<file path="config.mk">
export PLATFORM = sky130hd
export DESIGN_NAME = normal_flit_tx_queue
export DESIGN_NICKNAME = d
export VERILOG_FILES = /design/src/rtl/normal_flit_tx_queue_pkg.sv /design/src/rtl/normal_flit_tx_queue_flit_fifo.sv /design/src/rtl/normal_flit_tx_queue.sv
export SDC_FILE = /design/constraint.sdc
export NUM_CORES = 1
export LEC_CHECK = 0
export ABC_AREA = 1
export CORE_MARGIN = 2
export CORE_UTILIZATION = 36
export DETAILED_ROUTE_END_ITERATION = 12
export PLACE_DENSITY = 0.64
export SLEW_MARGIN = 20
export SYNTH_ARGS = -nofsm -noshare
export SYNTH_HDL_FRONTEND = slang
export SYNTH_SLANG_ARGS = --single-unit
</file>
<file path="constraint.sdc">
create_clock -name nocclk -period 3.4 [get_ports nocclk]
set_input_delay 1.02 -clock nocclk [delete_from_list [all_inputs] [get_ports nocclk]]
set_output_delay 1.02 -clock nocclk [all_outputs]
set_load 0.02 [all_outputs]
</file>
<file path="src/rtl/normal_flit_tx_queue_pkg.sv">
// Shared flit layout and the transmit-queue state encoding used by normal_flit_tx_queue.
package types;
   typedef struct packed {
      logic [7:0]  src_id;
      logic [7:0]  dst_id;
      logic [31:0] payload;
   } flit_t;
endpackage

package packet_types;
   typedef enum logic [1:0] {TX_IDLE, TX_SEND, TX_WAIT} tx_state_t;
endpackage

</file>
<file path="src/rtl/normal_flit_tx_queue_flit_fifo.sv">
// DEPTH-entry flit FIFO with registered occupancy; pushes when full and pops when empty are ignored.
module flit_fifo
   import types::*;
#(
   parameter int unsigned DEPTH = 4
) (
   input  logic                     clk_i,
   input  logic                     rst_i,
   input  logic                     push_i,
   input  logic                     pop_i,
   input  logic [$bits(flit_t)-1:0] data_i,
   output logic [$bits(flit_t)-1:0] data_o,
   output logic [$clog2(DEPTH):0]   count_o,
   output logic                     full_o,
   output logic                     empty_o
);
   localparam int unsigned PTR_W = $clog2(DEPTH);
   localparam int unsigned CNT_W = PTR_W + 1;

   flit_t            mem_q [DEPTH];
   logic [PTR_W-1:0] wr_ptr_q, wr_ptr_d;
   logic [PTR_W-1:0] rd_ptr_q, rd_ptr_d;
   logic [CNT_W-1:0] count_q, count_d;
   logic             do_push, do_pop;

   assign full_o  = (count_q == CNT_W'(DEPTH));
   assign empty_o = (count_q == '0);
   assign do_push = push_i && !full_o;
   assign do_pop  = pop_i && !empty_o;

   // DEPTH is a power of two, so the pointers wrap by natural overflow.
   always_comb begin
      wr_ptr_d = wr_ptr_q;
      rd_ptr_d = rd_ptr_q;
      count_d  = count_q;
      if (do_push) wr_ptr_d = wr_ptr_q + PTR_W'(1);
      if (do_pop)  rd_ptr_d = rd_ptr_q + PTR_W'(1);
      if (do_push && !do_pop) count_d = count_q + CNT_W'(1);
      if (!do_push && do_pop) count_d = count_q - CNT_W'(1);
   end

   always_ff @(posedge clk_i or posedge rst_i) begin
      if (rst_i) begin
         wr_ptr_q <= '0;
         rd_ptr_q <= '0;
         count_q  <= '0;
      end else begin
         wr_ptr_q <= wr_ptr_d;
         rd_ptr_q <= rd_ptr_d;
         count_q  <= count_d;
      end
   end

   always_ff @(posedge clk_i) begin
      if (do_push) mem_q[wr_ptr_q] <= flit_t'(data_i);
   end

   assign data_o  = mem_q[rd_ptr_q];
   assign count_o = count_q;
endmodule

</file>
<file path="src/rtl/normal_flit_tx_queue.sv">
// Flit transmit queue: holds the head until acked, retransmits on timeout, drops after MAX_RETRY.
// Optional NORMAL_FLIT_TX_STATS_EN adds saturating sent/acked/dropped counters.
module normal_flit_tx_queue
   import types::*, packet_types::*;
#(
   parameter int unsigned DEPTH       = 4,
   parameter int unsigned ACK_TIMEOUT = 16,
   parameter int unsigned MAX_RETRY   = 3
) (
   input  logic                     nocclk,
   input  logic                     rst,
   input  logic                     flit_in_valid,
   input  logic [$bits(flit_t)-1:0] flit_in,
   output logic                     flit_in_ready,
   output logic                     flit_out_valid,
   output logic [$bits(flit_t)-1:0] flit_out,
   input  logic                     flit_out_ready,
   input  logic                     ack_valid,
   output logic                     drop_pulse,
   output logic [$clog2(DEPTH):0]   count
`ifdef NORMAL_FLIT_TX_STATS_EN
   ,
   output logic [31:0]              sent_cnt,
   output logic [31:0]              acked_cnt,
   output logic [15:0]              dropped_cnt
`endif
);
   localparam int unsigned CNT_W   = $clog2(DEPTH) + 1;
   localparam int unsigned TIMER_W = $clog2(ACK_TIMEOUT) + 1;
   localparam int unsigned RETRY_W = $clog2(MAX_RETRY + 1) + 1;
   localparam logic [TIMER_W-1:0] TIMER_INIT = TIMER_W'(ACK_TIMEOUT - 1);
   localparam logic [RETRY_W-1:0] RETRY_MAX  = RETRY_W'(MAX_RETRY);

   tx_state_t          state_q, state_d;
   logic [TIMER_W-1:0] timer_q, timer_d;
   logic [RETRY_W-1:0] retry_q, retry_d;
   logic               drop_q, drop_d;
   logic               pop_head, ack_hit, drop_hit;
   logic               fifo_full, fifo_empty;
   logic [CNT_W-1:0]   fifo_count;

   flit_fifo #(.DEPTH(DEPTH)) u_fifo (
      .clk_i   (nocclk),
      .rst_i   (rst),
      .push_i  (flit_in_valid),
      .pop_i   (pop_head),
      .data_i  (flit_in),
      .data_o  (flit_out),
      .count_o (fifo_count),
      .full_o  (fifo_full),
      .empty_o (fifo_empty)
   );

   assign flit_in_ready = !fifo_full;
   assign count         = fifo_count;
   assign drop_pulse    = drop_q;

   always_comb begin
      state_d        = state_q;
      timer_d        = timer_q;
      retry_d        = retry_q;
      drop_d         = 1'b0;
      pop_head       = 1'b0;
      ack_hit        = 1'b0;
      drop_hit       = 1'b0;
      flit_out_valid = 1'b0;
      unique case (state_q)
         TX_IDLE: begin
            if (!fifo_empty) begin
               state_d = TX_SEND;
               retry_d = '0;
            end
         end
         TX_SEND: begin
            flit_out_valid = 1'b1;
            if (flit_out_ready) begin
               state_d = TX_WAIT;
               timer_d = TIMER_INIT;
            end
         end
         TX_WAIT: begin
            // An ack arriving on the expiry cycle takes priority over retry/drop.
            if (ack_valid) begin
               ack_hit = 1'b1;
            end else if (timer_q == '0) begin
               if (retry_q < RETRY_MAX) begin
                  retry_d = retry_q + RETRY_W'(1);
                  state_d = TX_SEND;
               end else begin
                  drop_hit = 1'b1;
               end
            end else begin
               timer_d = timer_q - TIMER_W'(1);
            end
            if (ack_hit || drop_hit) begin
               pop_head = 1'b1;
               drop_d   = drop_hit;
               retry_d  = '0;
               state_d  = (fifo_count == CNT_W'(1)) ? TX_IDLE : TX_SEND;
            end
         end
         default: state_d = TX_IDLE;
      endcase
   end

   always_ff @(posedge nocclk or posedge rst) begin
      if (rst) begin
         state_q <= TX_IDLE;
         timer_q <= '0;
         retry_q <= '0;
         drop_q  <= 1'b0;
      end else begin
         state_q <= state_d;
         timer_q <= timer_d;
         retry_q <= retry_d;
         drop_q  <= drop_d;
      end
   end

`ifdef NORMAL_FLIT_TX_STATS_EN
   logic [31:0] sent_q, acked_q;
   logic [15:0] dropped_q;

   always_ff @(posedge nocclk or posedge rst) begin
      if (rst) begin
         sent_q    <= '0;
         acked_q   <= '0;
         dropped_q <= '0;
      end else begin
         if (flit_out_valid && flit_out_ready && sent_q != '1) sent_q <= sent_q + 32'd1;
         if (ack_hit && acked_q != '1)                        acked_q <= acked_q + 32'd1;
         if (drop_hit && dropped_q != '1)                     dropped_q <= dropped_q + 16'd1;
      end
   end

   assign sent_cnt    = sent_q;
   assign acked_cnt   = acked_q;
   assign dropped_cnt = dropped_q;
`endif
endmodule

</file>
==> metrics.md, run 1 <==
| Metric | Value |
|---|---|
| FILL cells | approximately 2000 |
| Final worst-path cycle share | 97.1% |
| First-pass GRT wire length | 27400 µm |
| Chip Width | about 160 µm |
| Sequential fraction of the synthesis area | 75.2% |
| Levels on crit path | 4 |
| Initial antenna violation count | 2 |
| Clk pwr share | 24.9% |
| Synth Net Count | 665 |
| Min Hold Slack | 0.524 ns |
| Seq pwr share | approximately two fifths |
| Die footprint | 24200 µm² |
| Avg Synthesized Cell Area | 13.8 µm² |
| Minimum clock period | 3.30 ns |
| Int Power | 6.08 mW |
| Bufs on Longest Clock Path | 3 |
| DRT antenna net count | 0 |
| Via count | 4977 |
| Chip Height | roughly 160 µm |
| Pre-CTS setup slack | 0.410 ns |
| Switching fraction of total power | approximately a third |
| CTS buffer count | 22 |
| Worst r2r path cells | 6 |
| Least-Margin Pin Slew | about 0.76 ns |
| I/O Buffers | 106 |
| Comb pwr share | 37.0% |
| RSZ-0062 raised after global routing | no |
| Worst path slowest cell | clkdlybuf4s50_1 |
| Max Cap Viol | 0 |
| GRT Overall Usage | 14.5% |
| I/O pins | between 100 and 150 |
| # Post-CTS Setup Buffers | 0 |
| Type of the most critical hold path | reg -> reg |
| Synth async-reset ratio | 8.57% |
| CP startpoint kind | flop |
| Worst path buffer plus inverter count | 2 |
| Vias per cell | 4.91 |
| GP Congestion | between 0.7 and 0.8 |
| Hold Vio Cnt, Final | 0 |
| PD cells | 893 nW/µm² |
| Largest net degree at the start of global routing | 61 |
| Clk_lat worst skew | 0.49 ns |
| Clk root buf | clkbuf_16 |
| Worst R2R End | u_fifo.mem_q[2][43] |
| Area Overhead vs Synth | 27.1% |
| Final critical-path setup slack | 0.0993 ns |
| Critical path's top delay family | buffers and inverters |
| Site Rows | 55 |
| Synthesized instance count | 600 |
| Clk pin slew, worst setup/hold paths | approximately 0.06 ns |
| Vias in the first global route | 5010 |
| CTS H-tree lvls | 1 |
| CTS Sinks | 210 |
| CP Cell Sequence | buf_8 > o21ai_0 > o22ai_1 > clkdlybuf4s50_1 |
| DRC | 0 |
| Number of synthesized flops with an enable pin | ~190 |
| Setup slack, reg-to-reg | 1.34 ns |
| IR drop worst, VDD | about 0.41 mV |
| Peak Freq | between 0.3 and 0.4 GHz |
| Final setup fails | 0 |
| Hold path start | retry_q[1] |
| Fin Clk Skew | 0.0111 ns |
| Sw power | ~3.3 mW |
| Worst Setup SP | u_fifo.rd_ptr_q[1] |
| Syn. warnings | 0 |
| Largest stage delay, worst path | approximately 0.66 ns |
| Leakage | 3.87 nW |
| Final #Nets | 777 |
| Worst Setup EP | flit_out[44] |
| #FFs+latches synth | between 200 and 250 |
| Netlist cell types | 32 |
| Initial Utilization | ~37% |
| Core area | 22600 µm² |
| Worst setup EP type | primary output |
| Crit Path Max Fanout | 50 |
| Worst flop-to-flop path startpoint | u_fifo.count_o[0] |
| Worst hold path depth | 2 |
| Placed wire-length estimate | 10200 µm |
| Routed WL | 17400 µm |
| Initial DRC count | between 200 and 300 |
| Layout cells sized above 1 | roughly a tenth |
| DRT Pass-1 Iters | 4 |
| Critical path class | reg -> out |
| Arrival @ worst endpoint | between 2 and 2.5 ns |
| Top_reg_cell synth | edfxtp_1 |
| Max-slew violation count | 0 |
| Max_slew headroom | 49.1% |
| CP required | around 2.4 ns |
| Avg WL per Cell | 17.1 µm |
| Status | completed |
| CTS tree | built |
| Mapped Area | 8270 µm² |
| Total gr overflow | 0 |
## through the flow
| stage | cells | TNS (ns) | cell area, µm² | util [%] | total power, mW |
|---|---|---|---|---|---|
| 6_report | 1014 | 0 | 10500 | 46.6 | 9.38 |
| 3_5_place_dp | 973 | 0 | 9730 | 43.1 | 7.27 |
| 5_1_grt | 1014 | 0 | 10500 | 46.6 | 9.95 |
| 2_1_floorplan | 600 | -48.04 | 8270 | - | 5.71 |
| 4_1_cts | 1013 | 0 | 10400 | 46.2 | 9.56 |
| 3_3_place_gp | 973 | 0 | 9730 | 43.1 | 7.25 |
## cells in the mapped netlist (6+ instances only)
library cell | n | area (µm²)
o21ai_0 | 89 | 445
buf_2 | 11 | 55.1
clkbuf_2 | 6 | 30.0
ha_1 | 12 | 150
o21ai_1 | 15 | 75.1
nand2_2 | 7 | 43.8
dfrtp_1 | 18 | 450
edfxtp_1 | 192 | 5770
buf_6 | 6 | 67.6
inv_1 | 25 | 93.8
o22ai_1 | 48 | 300
nor2_1 | 107 | 402
nand3_1 | 9 | 45.0
nand2_1 | 20 | 75.1
clkbuf_1 | 7 | 26.3
## flip-flops by register name, indices dropped and copies added, names as in the netlist
signal / cells
u_fifo.mem_q: 192
timer_q: 5
retry_q: 3
u_fifo.count_o: 3
state_q: 2
u_fifo.rd_ptr_q: 2
u_fifo.wr_ptr_q: 2
drop_pulse: 1
## kinds of logic (layout without fill, tap and decap cells)
| family | after synthesis | count (layout) | share of synthesized area [%] |
|---|---|---|---|
| fa+ha+maj | 12 | 12 | 1.82 |
| other cells | 0 | 1 | 0 |
| compound gates | 154 | 154 | 10.1 |
| buf+inv | 60 | 188 | 3.60 |
| simple gates | 159 | 159 | 8.78 |
| flops | 210 | 210 | 75.2 |
| xor+xnor | 5 | 5 | 0.530 |
## power by group through the flow
stage          combinational (mW)  clock [mW]  sequential, mW
2_1_floorplan                2.08           0            3.63
3_3_place_gp                 3.65           0            3.61
3_5_place_dp                 3.65           0            3.62
4_1_cts                      3.59        2.40            3.57
5_1_grt                      3.83        2.51            3.62
6_report                     3.47        2.34            3.57
## tightest hold or removal path, cell delays in order, from the launching register on
cell,delay (ns)
dfrtp_1,0.37
nand2_1,0.06
o21ai_1,0.06
## cells in the final DEF, fill, tap and decap left out, drive strengths merged
cell type / count
clkbuf: 26
a21o: 1
dfrtp: 18
dlygate4sd2: 15
nand2: 29
clkdlybuf4s50: 66
ha: 12
inv: 30
nor3: 2
clkinv: 10
a21oi: 1
o21ai: 104
edfxtp: 192
nand3b: 1
diode: 1
clkinvlp: 1
xnor2: 2
xor2: 3
buf: 13
o22ai: 48
nor2: 111
bufinv: 2
nand4: 4
dlymetal6s2s: 25
nand3: 12
## routing by layer
layer  vias up  track usage [%]  routed length [µm]
met1      2418             18.6                7430
met5         -                0                  13
met3        23             2.53                 763
met2       113             25.2                8820
li1       2421                -                   -
met4         2             4.54                 345
## worst min-delay path by stage
stage	end	slack, ns
6_report	retry_q[1]	0.52
5_1_grt	retry_q[1]	0.57
4_1_cts	retry_q[1]	0.53
3_5_place_dp	retry_q[1]	0.52
3_3_place_gp	retry_q[1]	0.51
2_1_floorplan	retry_q[1]	0.48
## what timing repair did
| action | 4_1_cts | 5_1_grt |
|---|---|---|
| setup endpoints to repair | 36 | 24 |
| hold buffers | 0 | 0 |
| gates resized for setup | 18 | 26 |
| hold endpoints to repair | 0 | 0 |
## area by class of cell
cell class / instances / area [µm²] / share of cell area, %
inverters: 29 / 114 / 1.08
clock inverters: 14 / 130 / 1.24
multi-input cells: 330 / 1780 / 17.0
diodes: 1 / 2.50 / 0.0238
flip-flops and latches: 210 / 6220 / 59.2
repair buffers: 119 / 1310 / 12.5
clock buffers: 26 / 587 / 5.58
well taps: 285 / 357 / 3.39
(Power assumes the default switching activity.)
==> run 2, diff against run 1 <==
- ABC_AREA: 1 -> unset
==> metrics.md, run 2 <==
| Metric | Value |
|---|---|
| Worst Hold End | timer_q[0] |
| Die footprint | 23200 µm² (-4.0%) |
| Antenna cell count | 0 (-1) |
| Synth area leaders | edfxtp_1 73%, mux4_2 14%, dfrtp_1 5.7% |
| Peak Freq | 0.302 GHz (-0.30%) |
| Initial Utilization | 36.6% (-0.072 points) |
| Area Overhead vs Synth | 30.2% |
| Worst flop-to-flop path startpoint | timer_q[0] |
| Netlist cell types | 32 (unchanged) |
| Avg Synthesized Cell Area | 22.7 µm² (+65%) |
| Type of the most critical hold path | reg -> reg |
| Minimum clock period | 3.31 ns (+0.0101 ns) |
| Worst hold path depth | 1 (-1) |
| Commonest non-fill, non-tap cell in the layout | edfxtp_1 |
| Largest regs | u_fifo.mem_q: 192 flops, timer_q: 5 flops |
| Critical path's top delay family | buffers and inverters |
| Synth area leader | edfxtp_1 |
| Largest net degree at the start of global routing | 49 (-20%) |
| GP Congestion | 0.773 (+4.3%) |
| CTS buffer count | 23 (+4.5%) |
| Via count | 3801 (-24%) |
| Initial DRC count | 208 (-29%) |
| Leakage | 3.68 nW (-5.0%) |
| Sw power | 2.69 mW (-18%) |
| Hold path start | timer_q[0] |
| Worst R2R End | u_fifo.count_o[2] |
| Clk pin slew, worst setup/hold paths | 0.06 ns (about the same) |
| CTS H-tree lvls | 1 (unchanged) |
| Avg WL per Cell | 18.9 µm (+10%) |
| Final critical-path setup slack | 0.0892 ns (-0.0101 ns) |
| Arrival @ worst endpoint | 2.29 ns (about the same) |
| Worst setup EP type | primary output |
| #FFs+latches synth | 210 (unchanged) |
| DRC | 0 (unchanged) |
| Top post-synthesis cells by count | 192 x edfxtp_1, 48 x mux4_2, 18 x dfrtp_1 |
| IR drop worst, VDD | 0.464 mV (+13%) |
| I/O Buffers | 106 (unchanged) |
| Bufs on Longest Clock Path | 3 (unchanged) |
| Vias in the first global route | 4195 (-16%) |
| Clk pwr share | 26.4% (+1.5 points) |
| Largest stage delay, worst path | 0.56 ns (-0.10 ns) |
| CP required | 2.38 ns (about the same) |
| Chip Height | 152 µm (-2.0%) |
| Final #Nets | 552 (-29%) |
| Max Cap Viol | 0 (unchanged) |
| CP Cell Sequence | buf_8 > mux4_2 > clkdlybuf4s50_1 |
| Site Rows | 54 (-1.8%) |
| DRT antenna net count | 0 (unchanged) |
| CTS Hold Bufs | 0 (unchanged) |
| Clk_lat worst skew | 0.49 ns (about the same) |
| DRT Pass-1 Iters | 4 (unchanged) |
| Mapped Area | 7930 µm² (-4.1%) |
| I/O pins | 107 (unchanged) |
| Total gr overflow | 0 (unchanged) |
| Clk root buf | clkbuf_16 |
| GRT Overall Usage | 12.8% (-1.7 points) |
| Syn. warnings | 0 (unchanged) |
| Core area | 21700 µm² (-3.9%) |
| Top_reg_cell synth | edfxtp_1 |
| Sequential fraction of the synthesis area | 78.4% (+3.2 points) |
| Initial antenna violation count | 0 (-2) |
| CTS Sinks | 210 (unchanged) |
| Worst r2r path cells | 9 (+3) |
| Chip Width | 152 µm (-2.0%) |
| Count leader, synth | edfxtp_1 |
| Synth Net Count | 414 (-38%) |
| Final worst-path cycle share | 97.4% (+0.30 points) |
| Largest register by flop count | u_fifo.mem_q |
| Max-slew violation count | 0 (unchanged) |
| Worst path buffer plus inverter count | 2 (unchanged) |
| Critical path class | reg -> out |
| Worst path slowest cell | clkdlybuf4s50_1 |
| Setup slack, reg-to-reg | 1.05 ns (-0.29 ns) |
| Comb pwr share | 34.2% (-2.8 points) |
| Routed WL | 14800 µm (-15%) |
| Status | completed |
| Setup TNS | 0 ns (unchanged) |
| Final setup fails | 0 (unchanged) |
| First-pass GRT wire length | 23300 µm (-15%) |
| Levels on crit path | 3 (-1) |
| Crit Path Max Fanout | 11 (-78%) |
| Seq pwr share | 39.4% (+1.3 points) |
| Number of synthesized flops with an enable pin | 192 (unchanged) |
| Max reg flops | 192 (unchanged) |
| PD cells | 885 nW/µm² (-0.84%) |
| CTS tree | built |
| Least-Margin Pin Slew | 0.718 ns (-0.0456 ns) |
| Max_slew headroom | 52.1% (+3.0 points) |
| Layout cells sized above 1 | 22.1% (+12 points) |
| Pre-CTS setup slack | 0.433 ns (+0.0237 ns) |
| Hold Vio Cnt, Final | 0 (unchanged) |
| Most frequent cells in the layout | 192 x edfxtp_1, 81 x clkdlybuf4s50_1, 48 x mux4_2, 23 x clkbuf_16, 23 x dlymetal6s2s_1 |
| CP startpoint kind | flop |
| Yosys top cell area share | 72.7% (+3.0 points) |
| RSZ-0062 raised after global routing | no |
| Fin Clk Skew | 0.00817 ns (-0.00297 ns) |
| Synth async-reset ratio | 8.57% (unchanged) |
| Placed wire-length estimate | 9060 µm (-11%) |
| Switching fraction of total power | 29.4% (-5.7 points) |
| Vias per cell | 4.85 (-1.1%) |
| Int Power | 6.45 mW (+5.9%) |
| Synthesized instance count | 349 (-42%) |
[run 2: kinds of logic after synthesis]
logic type / count (synthesis) / share of synthesized area, %
flops: 210 / 78.4
mux: 50 / 13.9
simple gates: 32 / 2.29
buf+inv: 22 / 1.12
compound gates: 15 / 1.52
fa+ha+maj: 12 / 1.89
xor+xnor: 8 / 0.884
[run 2: power groups by stage]
stage	Clock [mW]	Sequential, mW	Combinational [mW]
after CTS	2.49	3.63	3.17
after detailed placement	0	3.68	3.15
after floorplan	0	3.59	1.87
after global placement	0	3.64	3.11
after global routing	2.59	3.66	3.36
final	2.41	3.60	3.12
[run 2: stage by stage]
| stage | instance area [µm²] | utilization (%) | hold slack, ns | total power, mW | std cells |
|---|---|---|---|---|---|
| after global placement | 9450 | 43.6 | 0.485 | 6.76 | 736 |
| after global routing | 10300 | 47.6 | 0.553 | 9.61 | 783 |
| after CTS | 10200 | 47.1 | 0.511 | 9.28 | 778 |
| after detailed placement | 9450 | 43.6 | 0.500 | 6.83 | 736 |
| final | 10300 | 47.6 | 0.512 | 9.14 | 783 |
| after floorplan | 7930 | - | 0.471 | 5.46 | 349 |
[run 2: cell type report]
cell class	count	area, µm²
Fill cell	1776	11400
Sequential cell	210	6220
Multi-Input combinational cell	117	1630
Timing Repair Buffer	124	1330
Clock buffer	27	601
Tap cell	280	350
Clock inverter	14	144
Inverter	11	41.3
[run 2: metal layers]
metal	routed length [µm]	up-vias	global-route usage (%)
met2	7240	93	21.0
met4	248	0	3.25
met5	0	-	0
met3	883	24	3.70
met1	6430	1958	16.9
li1	-	1726	-
[run 2: worst reg2reg max path: cells and delay by family, from the launching register on]
kind	cells	cell delay (ns)
AOI/OAI and AO/OA	1	0.20
xor gates and xnor gates	1	0.14
adders and majority gates	2	0.43
buffers and inverters	1	0.09
DFF	1	0.40
muxes	1	0.22
and+or+nand+nor	3	0.75
[run 2: worst max-delay path by stage]
stage / startpoint / to
final: u_fifo.rd_ptr_q[0] / flit_out[2]
after global routing: u_fifo.rd_ptr_q[0] / flit_out[12]
after CTS: u_fifo.rd_ptr_q[0] / flit_out[27]
after detailed placement: u_fifo.rd_ptr_q[0] / flit_out[39]
after global placement: u_fifo.rd_ptr_q[0] / flit_out[43]
after floorplan: u_fifo.count_o[0] / u_fifo.mem_q[1][0]
[run 2: repair_timing]
action	CTS	global route
setup endpoints to repair	28	28
buffers inserted	1	5
gates resized for setup	4	24
